--- src/rtl/issue_queue_pkg.sv ---
// Shared opcode, instruction-type and head codes for the issue queue, plus the queue entry layout.
package issue_queue_pkg;

  localparam int OP_WIDTH = 10;

  localparam logic [6:0] OPC_LOAD   = 7'b0000011;
  localparam logic [6:0] OPC_STORE  = 7'b0100011;
  localparam logic [6:0] OPC_OP     = 7'b0110011;
  localparam logic [6:0] OPC_OP_IMM = 7'b0010011;
  localparam logic [6:0] OPC_JALR   = 7'b1100111;
  localparam logic [6:0] OPC_FENCE  = 7'b0001111;
  localparam logic [6:0] OPC_SYSTEM = 7'b1110011;
  localparam logic [6:0] OPC_LUI    = 7'b0110111;
  localparam logic [6:0] OPC_AUIPC  = 7'b0010111;
  localparam logic [6:0] OPC_JAL    = 7'b1101111;
  localparam logic [6:0] OPC_BRANCH = 7'b1100011;

  typedef enum logic [2:0] {
    TYPE_NONE = 3'd0,
    TYPE_R    = 3'd1,
    TYPE_I    = 3'd2,
    TYPE_S    = 3'd3,
    TYPE_B    = 3'd4,
    TYPE_U    = 3'd5,
    TYPE_J    = 3'd6
  } instr_type_e;

  localparam logic [2:0] HEAD_NONE   = 3'd0;
  localparam logic [2:0] HEAD_BASE   = 3'd1;
  localparam logic [2:0] HEAD_ALT    = 3'd2;
  localparam logic [2:0] HEAD_JALR   = 3'd3;
  localparam logic [2:0] HEAD_FENCE  = 3'd4;
  localparam logic [2:0] HEAD_SYSTEM = 3'd5;

  typedef struct packed {
    logic [31:0] instr;
    logic [31:0] npc;
  } iq_entry_t;

  function automatic logic [OP_WIDTH-1:0] make_op(input logic [2:0] itype,
                                                  input logic [2:0] head,
                                                  input logic [3:0] sub);
    return {itype, head, sub};
  endfunction

endpackage

--- src/rtl/issue_queue_if.sv ---
// Fetch-side push port and RS/SLB dispatch port of the issue queue.
interface issue_queue_if #(
  parameter int ADDR_WIDTH     = 3,
  parameter int REG_ADDR_WIDTH = 5
);
  import issue_queue_pkg::*;

  logic                      rdy_in;
  logic                      flush_in;
  logic                      in_valid;
  logic [31:0]               in_instr;
  logic [31:0]               in_npc;
  logic                      in_ready;
  logic                      rs_ready_in;
  logic                      slb_ready_in;
  logic                      rs_valid;
  logic                      slb_valid;
  logic [OP_WIDTH-1:0]       out_op;
  logic [REG_ADDR_WIDTH-1:0] out_rs1;
  logic [REG_ADDR_WIDTH-1:0] out_rs2;
  logic [REG_ADDR_WIDTH-1:0] out_rd;
  logic [31:0]               out_imm;
  logic [31:0]               out_npc;
  logic                      illegal_out;
  logic [ADDR_WIDTH:0]       count_out;

  modport master (
    output rdy_in, flush_in, in_valid, in_instr, in_npc, rs_ready_in, slb_ready_in,
    input  in_ready, rs_valid, slb_valid, out_op, out_rs1, out_rs2, out_rd,
           out_imm, out_npc, illegal_out, count_out
  );

  modport slave (
    input  rdy_in, flush_in, in_valid, in_instr, in_npc, rs_ready_in, slb_ready_in,
    output in_ready, rs_valid, slb_valid, out_op, out_rs1, out_rs2, out_rd,
           out_imm, out_npc, illegal_out, count_out
  );

endinterface

--- src/rtl/issue_queue_decode.sv ---
// Combinational RV32I decoder for the queue head: op, register indices, immediate, target and legality.
module issue_queue_decode import issue_queue_pkg::*; #(
  parameter int REG_ADDR_WIDTH = 5
) (
  input  logic [31:0]               instr,
  output logic [OP_WIDTH-1:0]       op,
  output logic [REG_ADDR_WIDTH-1:0] rs1,
  output logic [REG_ADDR_WIDTH-1:0] rs2,
  output logic [REG_ADDR_WIDTH-1:0] rd,
  output logic [31:0]               imm,
  output logic                      to_slb,
  output logic                      illegal
);

  instr_type_e itype;
  logic [2:0]  head;

  always_comb begin
    itype  = TYPE_NONE;
    head   = HEAD_NONE;
    to_slb = 1'b0;
    case (instr[6:0])
      OPC_STORE:  begin itype = TYPE_S; head = HEAD_BASE;   to_slb = 1'b1; end
      OPC_LOAD:   begin itype = TYPE_I; head = HEAD_BASE;   to_slb = 1'b1; end
      OPC_OP:     begin itype = TYPE_R; head = HEAD_BASE;   end
      OPC_OP_IMM: begin itype = TYPE_I; head = HEAD_ALT;    end
      OPC_JALR:   begin itype = TYPE_I; head = HEAD_JALR;   end
      OPC_FENCE:  begin itype = TYPE_I; head = HEAD_FENCE;  end
      OPC_SYSTEM: begin itype = TYPE_I; head = HEAD_SYSTEM; end
      OPC_LUI:    begin itype = TYPE_U; head = HEAD_BASE;   end
      OPC_AUIPC:  begin itype = TYPE_U; head = HEAD_ALT;    end
      OPC_JAL:    begin itype = TYPE_J; head = HEAD_BASE;   end
      OPC_BRANCH: begin itype = TYPE_B; head = HEAD_BASE;   end
      default:    begin itype = TYPE_NONE; head = HEAD_NONE; end
    endcase
  end

  always_comb begin
    imm = 32'd0;
    case (itype)
      TYPE_I:  imm = {{21{instr[31]}}, instr[30:20]};
      TYPE_S:  imm = {{21{instr[31]}}, instr[30:25], instr[11:7]};
      TYPE_B:  imm = {{20{instr[31]}}, instr[7], instr[30:25], instr[11:8], 1'b0};
      TYPE_U:  imm = {instr[31:12], 12'd0};
      TYPE_J:  imm = {{12{instr[31]}}, instr[19:12], instr[20], instr[30:21], 1'b0};
      default: imm = 32'd0;
    endcase
  end

  assign op      = make_op(itype, head, {instr[30], instr[14:12]});
  assign rs1     = REG_ADDR_WIDTH'(instr[19:15]);
  assign rs2     = REG_ADDR_WIDTH'(instr[24:20]);
  assign rd      = REG_ADDR_WIDTH'(instr[11:7]);
  assign illegal = (itype == TYPE_NONE);

endmodule

--- src/rtl/issue_queue.sv ---
// Issue queue: DEPTH-entry FIFO of {instr, npc}; decodes the head and dispatches one instruction per cycle
// as a registered pulse to RS or SLB (push-to-valid two edges); a stalled target holds the head, unknown opcodes are dropped.
module issue_queue import issue_queue_pkg::*; #(
  parameter int DEPTH          = 8,
  parameter int ADDR_WIDTH     = 3,
  parameter int REG_ADDR_WIDTH = 5
) (
  input  logic         clk_in,
  input  logic         rst_in,
  issue_queue_if.slave iq
);

  iq_entry_t                 mem_q [DEPTH];
  iq_entry_t                 mem_d [DEPTH];
  logic [ADDR_WIDTH-1:0]     wr_ptr_q, wr_ptr_d;
  logic [ADDR_WIDTH-1:0]     rd_ptr_q, rd_ptr_d;
  logic [ADDR_WIDTH:0]       count_q, count_d;
  logic                      rs_valid_q, rs_valid_d;
  logic                      slb_valid_q, slb_valid_d;
  logic                      illegal_q, illegal_d;
  logic [OP_WIDTH-1:0]       op_q, op_d;
  logic [REG_ADDR_WIDTH-1:0] rs1_q, rs1_d;
  logic [REG_ADDR_WIDTH-1:0] rs2_q, rs2_d;
  logic [REG_ADDR_WIDTH-1:0] rd_q, rd_d;
  logic [31:0]               imm_q, imm_d;
  logic [31:0]               npc_q, npc_d;

  iq_entry_t                 head;
  logic [OP_WIDTH-1:0]       dec_op;
  logic [REG_ADDR_WIDTH-1:0] dec_rs1, dec_rs2, dec_rd;
  logic [31:0]               dec_imm;
  logic                      dec_to_slb, dec_illegal;
  logic                      empty, push, tgt_ready, pop_legal, pop_illegal, pop;

  assign head = mem_q[rd_ptr_q];

  issue_queue_decode #(.REG_ADDR_WIDTH(REG_ADDR_WIDTH)) u_decode (
    .instr   (head.instr),
    .op      (dec_op),
    .rs1     (dec_rs1),
    .rs2     (dec_rs2),
    .rd      (dec_rd),
    .imm     (dec_imm),
    .to_slb  (dec_to_slb),
    .illegal (dec_illegal)
  );

  // in_ready looks only at the current count, so a full queue never accepts even while popping.
  assign empty       = (count_q == '0);
  assign iq.in_ready = (count_q != (ADDR_WIDTH+1)'(DEPTH));
  assign push        = iq.in_valid && iq.in_ready;
  assign tgt_ready   = dec_to_slb ? iq.slb_ready_in : iq.rs_ready_in;
  assign pop_illegal = !empty && dec_illegal;
  assign pop_legal   = !empty && !dec_illegal && tgt_ready;
  assign pop         = pop_illegal || pop_legal;

  always_comb begin
    mem_d       = mem_q;
    wr_ptr_d    = wr_ptr_q;
    rd_ptr_d    = rd_ptr_q;
    count_d     = count_q;
    rs_valid_d  = 1'b0;
    slb_valid_d = 1'b0;
    illegal_d   = 1'b0;
    op_d        = op_q;
    rs1_d       = rs1_q;
    rs2_d       = rs2_q;
    rd_d        = rd_q;
    imm_d       = imm_q;
    npc_d       = npc_q;
    if (iq.flush_in) begin
      wr_ptr_d = '0;
      rd_ptr_d = '0;
      count_d  = '0;
    end else if (iq.rdy_in) begin
      if (push) begin
        mem_d[wr_ptr_q] = '{instr: iq.in_instr, npc: iq.in_npc};
        wr_ptr_d        = wr_ptr_q + 1'b1;
      end
      if (pop) begin
        rd_ptr_d = rd_ptr_q + 1'b1;
      end
      count_d   = count_q + (ADDR_WIDTH+1)'(push) - (ADDR_WIDTH+1)'(pop);
      illegal_d = pop_illegal;
      if (pop_legal) begin
        rs_valid_d  = !dec_to_slb;
        slb_valid_d = dec_to_slb;
        op_d        = dec_op;
        rs1_d       = dec_rs1;
        rs2_d       = dec_rs2;
        rd_d        = dec_rd;
        imm_d       = dec_imm;
        npc_d       = head.npc;
      end
    end
  end

  always_ff @(posedge clk_in) begin
    if (!rst_in) begin
      wr_ptr_q    <= '0;
      rd_ptr_q    <= '0;
      count_q     <= '0;
      rs_valid_q  <= 1'b0;
      slb_valid_q <= 1'b0;
      illegal_q   <= 1'b0;
      op_q        <= '0;
      rs1_q       <= '0;
      rs2_q       <= '0;
      rd_q        <= '0;
      imm_q       <= '0;
      npc_q       <= '0;
    end else begin
      wr_ptr_q    <= wr_ptr_d;
      rd_ptr_q    <= rd_ptr_d;
      count_q     <= count_d;
      rs_valid_q  <= rs_valid_d;
      slb_valid_q <= slb_valid_d;
      illegal_q   <= illegal_d;
      op_q        <= op_d;
      rs1_q       <= rs1_d;
      rs2_q       <= rs2_d;
      rd_q        <= rd_d;
      imm_q       <= imm_d;
      npc_q       <= npc_d;
    end
  end

  // Storage needs no reset: entries are only read below count_q.
  always_ff @(posedge clk_in) begin
    mem_q <= mem_d;
  end

  assign iq.rs_valid    = rs_valid_q;
  assign iq.slb_valid   = slb_valid_q;
  assign iq.illegal_out = illegal_q;
  assign iq.out_op      = op_q;
  assign iq.out_rs1     = rs1_q;
  assign iq.out_rs2     = rs2_q;
  assign iq.out_rd      = rd_q;
  assign iq.out_imm     = imm_q;
  assign iq.out_npc     = npc_q;
  assign iq.count_out   = count_q;

endmodule

--- src/flat_wrapper.sv ---
// flat-port wrapper written by rule: the top's interface ports become plain ports
module issue_queue_flat import issue_queue_pkg::*;
#(
  parameter int DEPTH          = 8,
  parameter int ADDR_WIDTH     = 3,
  parameter int REG_ADDR_WIDTH = 5
)
  (clk_in, rst_in, iq_rdy_in, iq_flush_in, iq_in_valid, iq_in_instr, iq_in_npc, iq_rs_ready_in, iq_slb_ready_in, iq_in_ready, iq_rs_valid, iq_slb_valid, iq_out_op, iq_out_rs1, iq_out_rs2, iq_out_rd, iq_out_imm, iq_out_npc, iq_illegal_out, iq_count_out);
  issue_queue_if #(.ADDR_WIDTH(ADDR_WIDTH), .REG_ADDR_WIDTH(REG_ADDR_WIDTH)) iq_i ();
  input  logic clk_in;
  input  logic rst_in;
  input wire logic [$bits(iq_i.rdy_in)-1:0] iq_rdy_in;
  input wire logic [$bits(iq_i.flush_in)-1:0] iq_flush_in;
  input wire logic [$bits(iq_i.in_valid)-1:0] iq_in_valid;
  input wire logic [$bits(iq_i.in_instr)-1:0] iq_in_instr;
  input wire logic [$bits(iq_i.in_npc)-1:0] iq_in_npc;
  input wire logic [$bits(iq_i.rs_ready_in)-1:0] iq_rs_ready_in;
  input wire logic [$bits(iq_i.slb_ready_in)-1:0] iq_slb_ready_in;
  output wire logic [$bits(iq_i.in_ready)-1:0] iq_in_ready;
  output wire logic [$bits(iq_i.rs_valid)-1:0] iq_rs_valid;
  output wire logic [$bits(iq_i.slb_valid)-1:0] iq_slb_valid;
  output wire logic [$bits(iq_i.out_op)-1:0] iq_out_op;
  output wire logic [$bits(iq_i.out_rs1)-1:0] iq_out_rs1;
  output wire logic [$bits(iq_i.out_rs2)-1:0] iq_out_rs2;
  output wire logic [$bits(iq_i.out_rd)-1:0] iq_out_rd;
  output wire logic [$bits(iq_i.out_imm)-1:0] iq_out_imm;
  output wire logic [$bits(iq_i.out_npc)-1:0] iq_out_npc;
  output wire logic [$bits(iq_i.illegal_out)-1:0] iq_illegal_out;
  output wire logic [$bits(iq_i.count_out)-1:0] iq_count_out;
  assign iq_i.rdy_in = iq_rdy_in;
  assign iq_i.flush_in = iq_flush_in;
  assign iq_i.in_valid = iq_in_valid;
  assign iq_i.in_instr = iq_in_instr;
  assign iq_i.in_npc = iq_in_npc;
  assign iq_i.rs_ready_in = iq_rs_ready_in;
  assign iq_i.slb_ready_in = iq_slb_ready_in;
  assign iq_in_ready = iq_i.in_ready;
  assign iq_rs_valid = iq_i.rs_valid;
  assign iq_slb_valid = iq_i.slb_valid;
  assign iq_out_op = iq_i.out_op;
  assign iq_out_rs1 = iq_i.out_rs1;
  assign iq_out_rs2 = iq_i.out_rs2;
  assign iq_out_rd = iq_i.out_rd;
  assign iq_out_imm = iq_i.out_imm;
  assign iq_out_npc = iq_i.out_npc;
  assign iq_illegal_out = iq_i.illegal_out;
  assign iq_count_out = iq_i.count_out;
  issue_queue #(.DEPTH(DEPTH), .ADDR_WIDTH(ADDR_WIDTH), .REG_ADDR_WIDTH(REG_ADDR_WIDTH)) u_core (.clk_in(clk_in), .rst_in(rst_in), .iq(iq_i));
endmodule
--- config.mk ---
export PLATFORM = sky130hd
export DESIGN_NAME = issue_queue_flat
export DESIGN_NICKNAME = d
export VERILOG_FILES = /design/src/rtl/issue_queue_pkg.sv /design/src/rtl/issue_queue_if.sv /design/src/rtl/issue_queue_decode.sv /design/src/rtl/issue_queue.sv /design/src/flat_wrapper.sv
export SDC_FILE = /design/constraint.sdc
export NUM_CORES = 1
export LEC_CHECK = 0
export ABC_AREA = 1
export BUFFER_PORTS_ARGS = -buffer_cell sky130_fd_sc_hd__buf_4
export CAP_MARGIN = 20
export CORE_ASPECT_RATIO = 1.1
export CORE_MARGIN = 1.5
export CORE_UTILIZATION = 65
export CTS_CLUSTER_DIAMETER = 80
export CTS_CLUSTER_SIZE = 25
export DETAILED_ROUTE_END_ITERATION = 7
export HOLD_SLACK_MARGIN = 0.05
export PLACE_DENSITY_LB_ADDON = 0.12
export SYNTH_ARGS = -nofsm -noshare
export SYNTH_HDL_FRONTEND = slang
export SYNTH_SLANG_ARGS = --single-unit
--- constraint.sdc ---
create_clock -name clk_in -period 9.1 [get_ports clk_in]
set_input_delay 0.91 -clock clk_in [delete_from_list [all_inputs] [get_ports clk_in]]
set_output_delay 0.91 -clock clk_in [all_outputs]
set_load 0.03 [all_outputs]
; Word-level counts from Yosys, hierarchy flattened
; Index checks and enable logic that the tools add are counted.
[totals]
inputBits = 71
output_inout_bits = 97
regBits = 614
wordCells = 92
[op_classes]
reduce_logical = 23
bitwise = 6
eq_ne = 17
addsub = 4
magnitude_cmp = 3
muxes = 11
[op_table]
columns = cell, count
row1 = 512-bit bitwise mux, 1
row2 = 64-bit binary-select mux with 3-bit select, 1
row3 = 64-bit demux with 3-bit select, 1
row4 = 64-bit two-way mux, 3
row5 = 32-bit one-hot mux with 5 select lines, 1
row6 = 7-bit == test (second input constant), 4
row7 = 7-bit by 6-bit == test with 1-bit output (second input constant), 3
row8 = 3-bit one-hot mux with 6 select lines, 1
row9 = 3-bit one-hot mux with 5 select lines, 1
row10 = 7-bit by 5-bit == test with 1-bit output (second input constant), 2
row11 = 3-bit == test (second input constant), 3
row12 = 4-bit greater-or-equal comparator (second input constant), 2
row13 = 3-bit inverter with 4-bit output, 2
row14 = 2-bit OR reduction, 4
row15 = 7-bit by 2-bit == test with 1-bit output (second input constant), 1
row16 = 7-bit by 4-bit == test with 1-bit output (second input constant), 1
row17 = 3-bit by 1-bit adder with 3-bit output (second input constant), 2
row18 = 3-bit by 2-bit == test with 1-bit output (second input constant), 2
row19 = 3-bit AND reduction, 2
row20 = 6-bit OR reduction, 1
row21 = 1-bit logical AND, 5
row22 = 5-bit OR reduction, 1
row23 = 4-bit by 1-bit adder with 4-bit output, 1
row24 = 4-bit logical NOT, 1
row25 = 11 further kinds, 18

; Logic depth before layout (Yosys ltp)
[logic_depth]
word_depth = 13
depth_mapped = 24

; Modules after synthesis
; A second synthesis with hierarchy kept.
[unflattened]
hier_cells = 2505
area_unflattened_um2 = 25788.5
[modules_own_cells]
columns = module, n_inst, area_each_um2, cells_each, seq_area_each_um2
row1 = issue_queue, 1, 24768.8, 2291, 17416.7
row2 = issue_queue_decode, 1, 1019.7, 214, 0.0

; Least setup slack after synthesis
; No wires, ideal clock.
[synth_path]
path_type = register -> register
from = register u_core.count_q[2] (netlist: u_core.iq.count_out[2])
to = register u_core.mem_q[100] (netlist name), enable pin
required_time_ps = 8614
synth_period_minus_slack_ps = 5000
path_stages_with_launch = 11
setup_slack_ps = 4100
arrival_time_ps = 4514
setup_ps = 486
cell_sequence = dfxtp_1 inv_1 ha_1 nand3_1 nand2_1 nor2_1 inv_1 nor2_1 inv_1 or2_2 nor2_1
[synth_via]
elab_chain_len = 3
[synth_lines]
columns = item, line
row1 = from (decl), issue_queue.sv:17  ; logic [ADDR_WIDTH:0] count_q, count_d;
row2 = from (signal assigned), issue_queue.sv:115  ; count_q <= count_d;
row3 = 4-bit inequality test, issue_queue.sv:50  ; assign iq.in_ready = (count_q != (ADDR_WIDTH+1)'(DEPTH));
row4 = net iq_in_ready, flat_wrapper.sv:19  ; output wire logic [$bits(iq_i.in_ready)-1:0] iq_in_ready;
row5 = 1-bit logical AND, issue_queue.sv:51  ; assign push = iq.in_valid && iq.in_ready;
row6 = 3-bit AND reduction (no source line), --
row7 = to (signal assigned), issue_queue.sv:130  ; mem_q <= mem_d;
row8 = to (decl), issue_queue.sv:13  ; iq_entry_t mem_q [DEPTH];
; The timed path passes the listed nets, and every way through them passes these cells.
; A chain may end at the register's enable or synchronous reset.

; Worst setup path after layout
[layout_path]
from = register u_core.rd_ptr_q[0]
to = register u_core.count_q[2] (netlist: u_core.iq.count_out[2])
[layout_via]
elab_chain_len = 13
word_cells_on_any_way = 28
cone_classes = add/sub (1) / eq/ne (11) / mux (6) / bitwise (1) / reduce/logical (9)
[layout_lines]
columns = item, line
row1 = from (decl), issue_queue.sv:16  ; logic [ADDR_WIDTH-1:0] rd_ptr_q, rd_ptr_d;
row2 = from (signal assigned), issue_queue.sv:114  ; rd_ptr_q <= rd_ptr_d;
row3 = 3-bit inverter with 4-bit output (implied by the code) (*), issue_queue.sv:35  ; assign head = mem_q[rd_ptr_q];
row4 = 64-bit binary-select mux with 3-bit select (*), issue_queue.sv:35
row5 = 64-bit two-way mux (implied by the code) (*) (2 in series), issue_queue.sv:35
row6 = 7-bit == test (tied with other cells), issue_queue_decode.sv:22  ; case (instr[6:0])
row7 = 5-bit OR reduction (no source line) or 2-bit OR reduction (tied branches), --
row8 = 3-bit one-hot mux with 6 select lines, issue_queue_decode.sv:22
row9 = 3-bit logical NOT, issue_queue_decode.sv:54  ; assign illegal = (itype == TYPE_NONE);
row10 = 1-bit logical NOT, issue_queue.sv:54  ; assign pop_legal = !empty && !dec_illegal && tgt_ready;
row11 = 1-bit logical AND (2 in series), issue_queue.sv:54
row12 = 1-bit logical OR (*), issue_queue.sv:55  ; assign pop = pop_illegal || pop_legal;
row13 = 4-bit by 1-bit subtractor with 4-bit output (*), issue_queue.sv:83  ; count_d = count_q + (ADDR_WIDTH+1)'(push) - (ADDR_WIDTH+1)'(pop);
; Mark *: on every way between the ends. The rest lies on a longest branch, timed or not. The select of a mux whose other input is x is not followed.

==> impl_metrics.toml <==
[clock_network]
cts_tree = "yes"
ctsHtreeMaxLevel = 1
root_buffer = "clkbuf_16"
cts.repair.resized = 0
clkLatencyLatePin_ns = 0.60
cts_num_sinks = 614
clkTransAtPathRegs_ns = 0.10
cts_hold_buf = 0
cts_buffers = 28
cts_setup_buffers = 0
cts.path.max_buffers = 3

[routing]
drtIter0Drc = 1834
ant_nets = 0
wl_per_cell_um = 20.2
routed_via_density = 5.98
routed_wl_um = 54500
firstDrtPassIters = 5
post-route-drc-count = 0
vias = 16100

[job]
maxCapViolations = 0

[floorplanning]
die_x_um = 188
start_util = 0.657
rows = 74
die_area_sq_um = 38600
boundaryPins = 168
die_h_um = 206
core_area_sq_um = 37000

[critical_path]
rr_startpoint = "u_core.rd_ptr_q[0]"
crit_path_start_kind = "register"
startpoint = "u_core.rd_ptr_q[0]"
required_ns = 9.59
arrival_ns = 5.77
path_class = "register to register"
rrSetupSlack_ns = 3.83
end_kind = "register"
cp_max_fo = 143

[timing]
min_period_over_period = 0.580
drv_slew = 0
worst_pin_slew_ns = 1.12
setup_violations = 0
slew_headroom = 0.251
hold_viol = 0
finalSetupTns_ns = 0
fin_skew_ns = 0.0199
rsz0062_at_grt = "false"
clock.fmax_ghz = 0.190
fin_crit_ns = 5.27
setup_ws_ns = 3.83

[power]
power_density_nw_per_um2 = 179
power_mw = 4.76
p_leak_nw = 9.71
vdd_ir_drop_max_mv = 0.220

[logic_synthesis]
yosysUniqueCellTypes = 43
mappedNetlistArea_sq_um = 24300
synth-edff-count = 512
synth_fp_nets = 2164
synth_ff_type = "edfxtp_1"
yosys_warnings = 0
ys_ff_latch = 614
async_flop_share = 0
syn_avg_cell_area_sq_um = 11.7
yosysSeqAreaShare = 0.716
synthCells = 2084

[hold_path]
min-delay-start = "u_core.iq.out_npc[27]"
min_path_type = "register to register"

[grt]
overflow = 0
grt_pass1_vias = 15300
grt_usage = 0.280
grt_pass1_wl_um = 83600
antenna_found_initial = 5
grt_max_degree = 144

[final_layout]
layout.nets = 2252
drive_above_1_share = 0.120
syn_to_final_growth_pct = 9.56

[placed_design]
place.gp.congestion = 0.884
pre_cts_ws_ns = 3.92
io_buffer_count = 167
hpwl_um = 29800

[run_status]
outcome = "finished, final reports clean"
[per-layer routing]
metal | global-route usage | vias up | routed length, um
li1 | - | 7514 | -
met1 | 0.385 | 7856 | 22700
met2 | 0.473 | 643 | 26300
met3 | 0.0362 | 87 | 3980
met4 | 0.0886 | 2 | 1490
met5 | 0 | - | 17
[layout by cell type (no fill, tap or decap), drive strengths merged, types with 16 or more instances in the layout]
cell type,count
a21oi,131
a32o,28
nand3,70
nand2,454
nor3,16
clkbuf,51
dfxtp,102
o221ai,17
buf,190
edfxtp,512
inv,87
nor2,225
o21ai,216
o22ai,61
[power by group]
part           total, mW  switching [mW]  internal, mW  leakage, nW
registers           3.07          0.0116          3.05         5.44
logic              0.269           0.186        0.0838         3.89
clock network       1.43           0.819         0.608        0.389
total               4.76            1.02          3.74         9.71
[synthesized netlist by cell type, types with 3 or more instances]
library cell | count | area [sq um]
and2_1 | 3 | 18.8
nor2_1 | 220 | 826
nand3_2 | 3 | 30.0
nand2_1 | 446 | 1670
a32o_1 | 28 | 280
o22ai_1 | 61 | 382
a21oi_2 | 4 | 35.0
ha_1 | 8 | 100
xor2_1 | 3 | 26.3
inv_1 | 80 | 300
buf_2 | 30 | 150
nand3_1 | 66 | 330
mux2i_1 | 3 | 30.0
buf_4 | 7 | 52.6
edfxtp_1 | 512 | 15400
nor3_1 | 15 | 75.1
a32oi_1 | 5 | 43.8
buf_1 | 15 | 56.3
buf_8 | 5 | 75.1
nand2_2 | 8 | 50.1
buf_6 | 4 | 45.0
o21bai_1 | 4 | 30.0
inv_2 | 4 | 15.0
o221ai_1 | 17 | 149
o21ai_0 | 215 | 1080
nor2_4 | 4 | 45.0
clkbuf_1 | 71 | 267
a21oi_1 | 127 | 636
dfxtp_1 | 102 | 2040
[cell type report]
| class | count | area (sq um) |
|---|---|---|
| antenna | 4 | 10.0 |
| clock buffer | 51 | 808 |
| clock inverter | 1 | 11.3 |
| inverter | 86 | 330 |
| multi-input combinational | 1252 | 6020 |
| tap | 494 | 618 |
| sequential | 614 | 17400 |
| fill | 2557 | 10400 |
| timing repair buffer | 190 | 1450 |
[cells by family after synthesis]
group / Yosys count / share of synthesized area
and+or+nand+nor: 771 / 0.127
AOI/OAI and AO/OA: 466 / 0.110
buffers and inverters: 218 / 0.0399
adders and majority gates: 9 / 0.00493
xor gates and xnor gates: 3 / 0.00108
muxes: 3 / 0.00123
DFF: 614 / 0.716
[final timing paths]
path,depth (start not counted),endpoint
max reg2reg,20,u_core.iq.count_out[2]
min,2,u_core.iq.out_npc[27]
max,20,u_core.iq.count_out[2]
min reg2reg,2,u_core.iq.out_npc[27]
[flip-flops by register name, indices dropped and copies added (netlist names)]
name and count:
u_core.iq.slb_valid 1, u_core.iq.out_rd 5, u_core.iq.out_rs1 5, u_core.iq.rs_valid 1, u_core.mem_q 512, u_core.iq.count_out 4
u_core.iq.out_rs2 5, u_core.iq.illegal_out 1, u_core.wr_ptr_q 3, u_core.iq.out_npc 32, u_core.iq.out_imm 32, u_core.iq.out_op 10
u_core.rd_ptr_q 3
[worst max-delay path, stage by stage (launching register included)]
cell     delay (ns)
dfxtp_4        0.57
inv_6          0.80
buf_4          0.95
nand3_1        0.17
nand3_1        0.12
nand3_1        0.11
nand2_2        0.17
nand3_4        0.13
nor2_4         0.19
nand2_2        0.12
nand2_1        0.10
nor2_1         0.07
nand3_1        0.09
nand2_1        0.13
ha_1           0.31
inv_1          0.04
ha_1           0.20
fa_1           0.41
xor2_1         0.15
o21ai_0        0.15
inv_1          0.05
[per-stage QoR]
| step | instances | util | cell area, sq um | hold WS, ns |
|---|---|---|---|---|
| after floorplan | 2084 | - | 24300 | 0.475 |
| after global placement | 2634 | 0.697 | 25800 | 0.453 |
| after detailed placement | 2635 | 0.697 | 25800 | 0.456 |
| after CTS | 2687 | 0.719 | 26600 | 0.470 |
| after global routing | 2691 | 0.720 | 26700 | 0.487 |
| final | 2692 | 0.720 | 26700 | 0.468 |
Power figures use the tool's default switching activity.
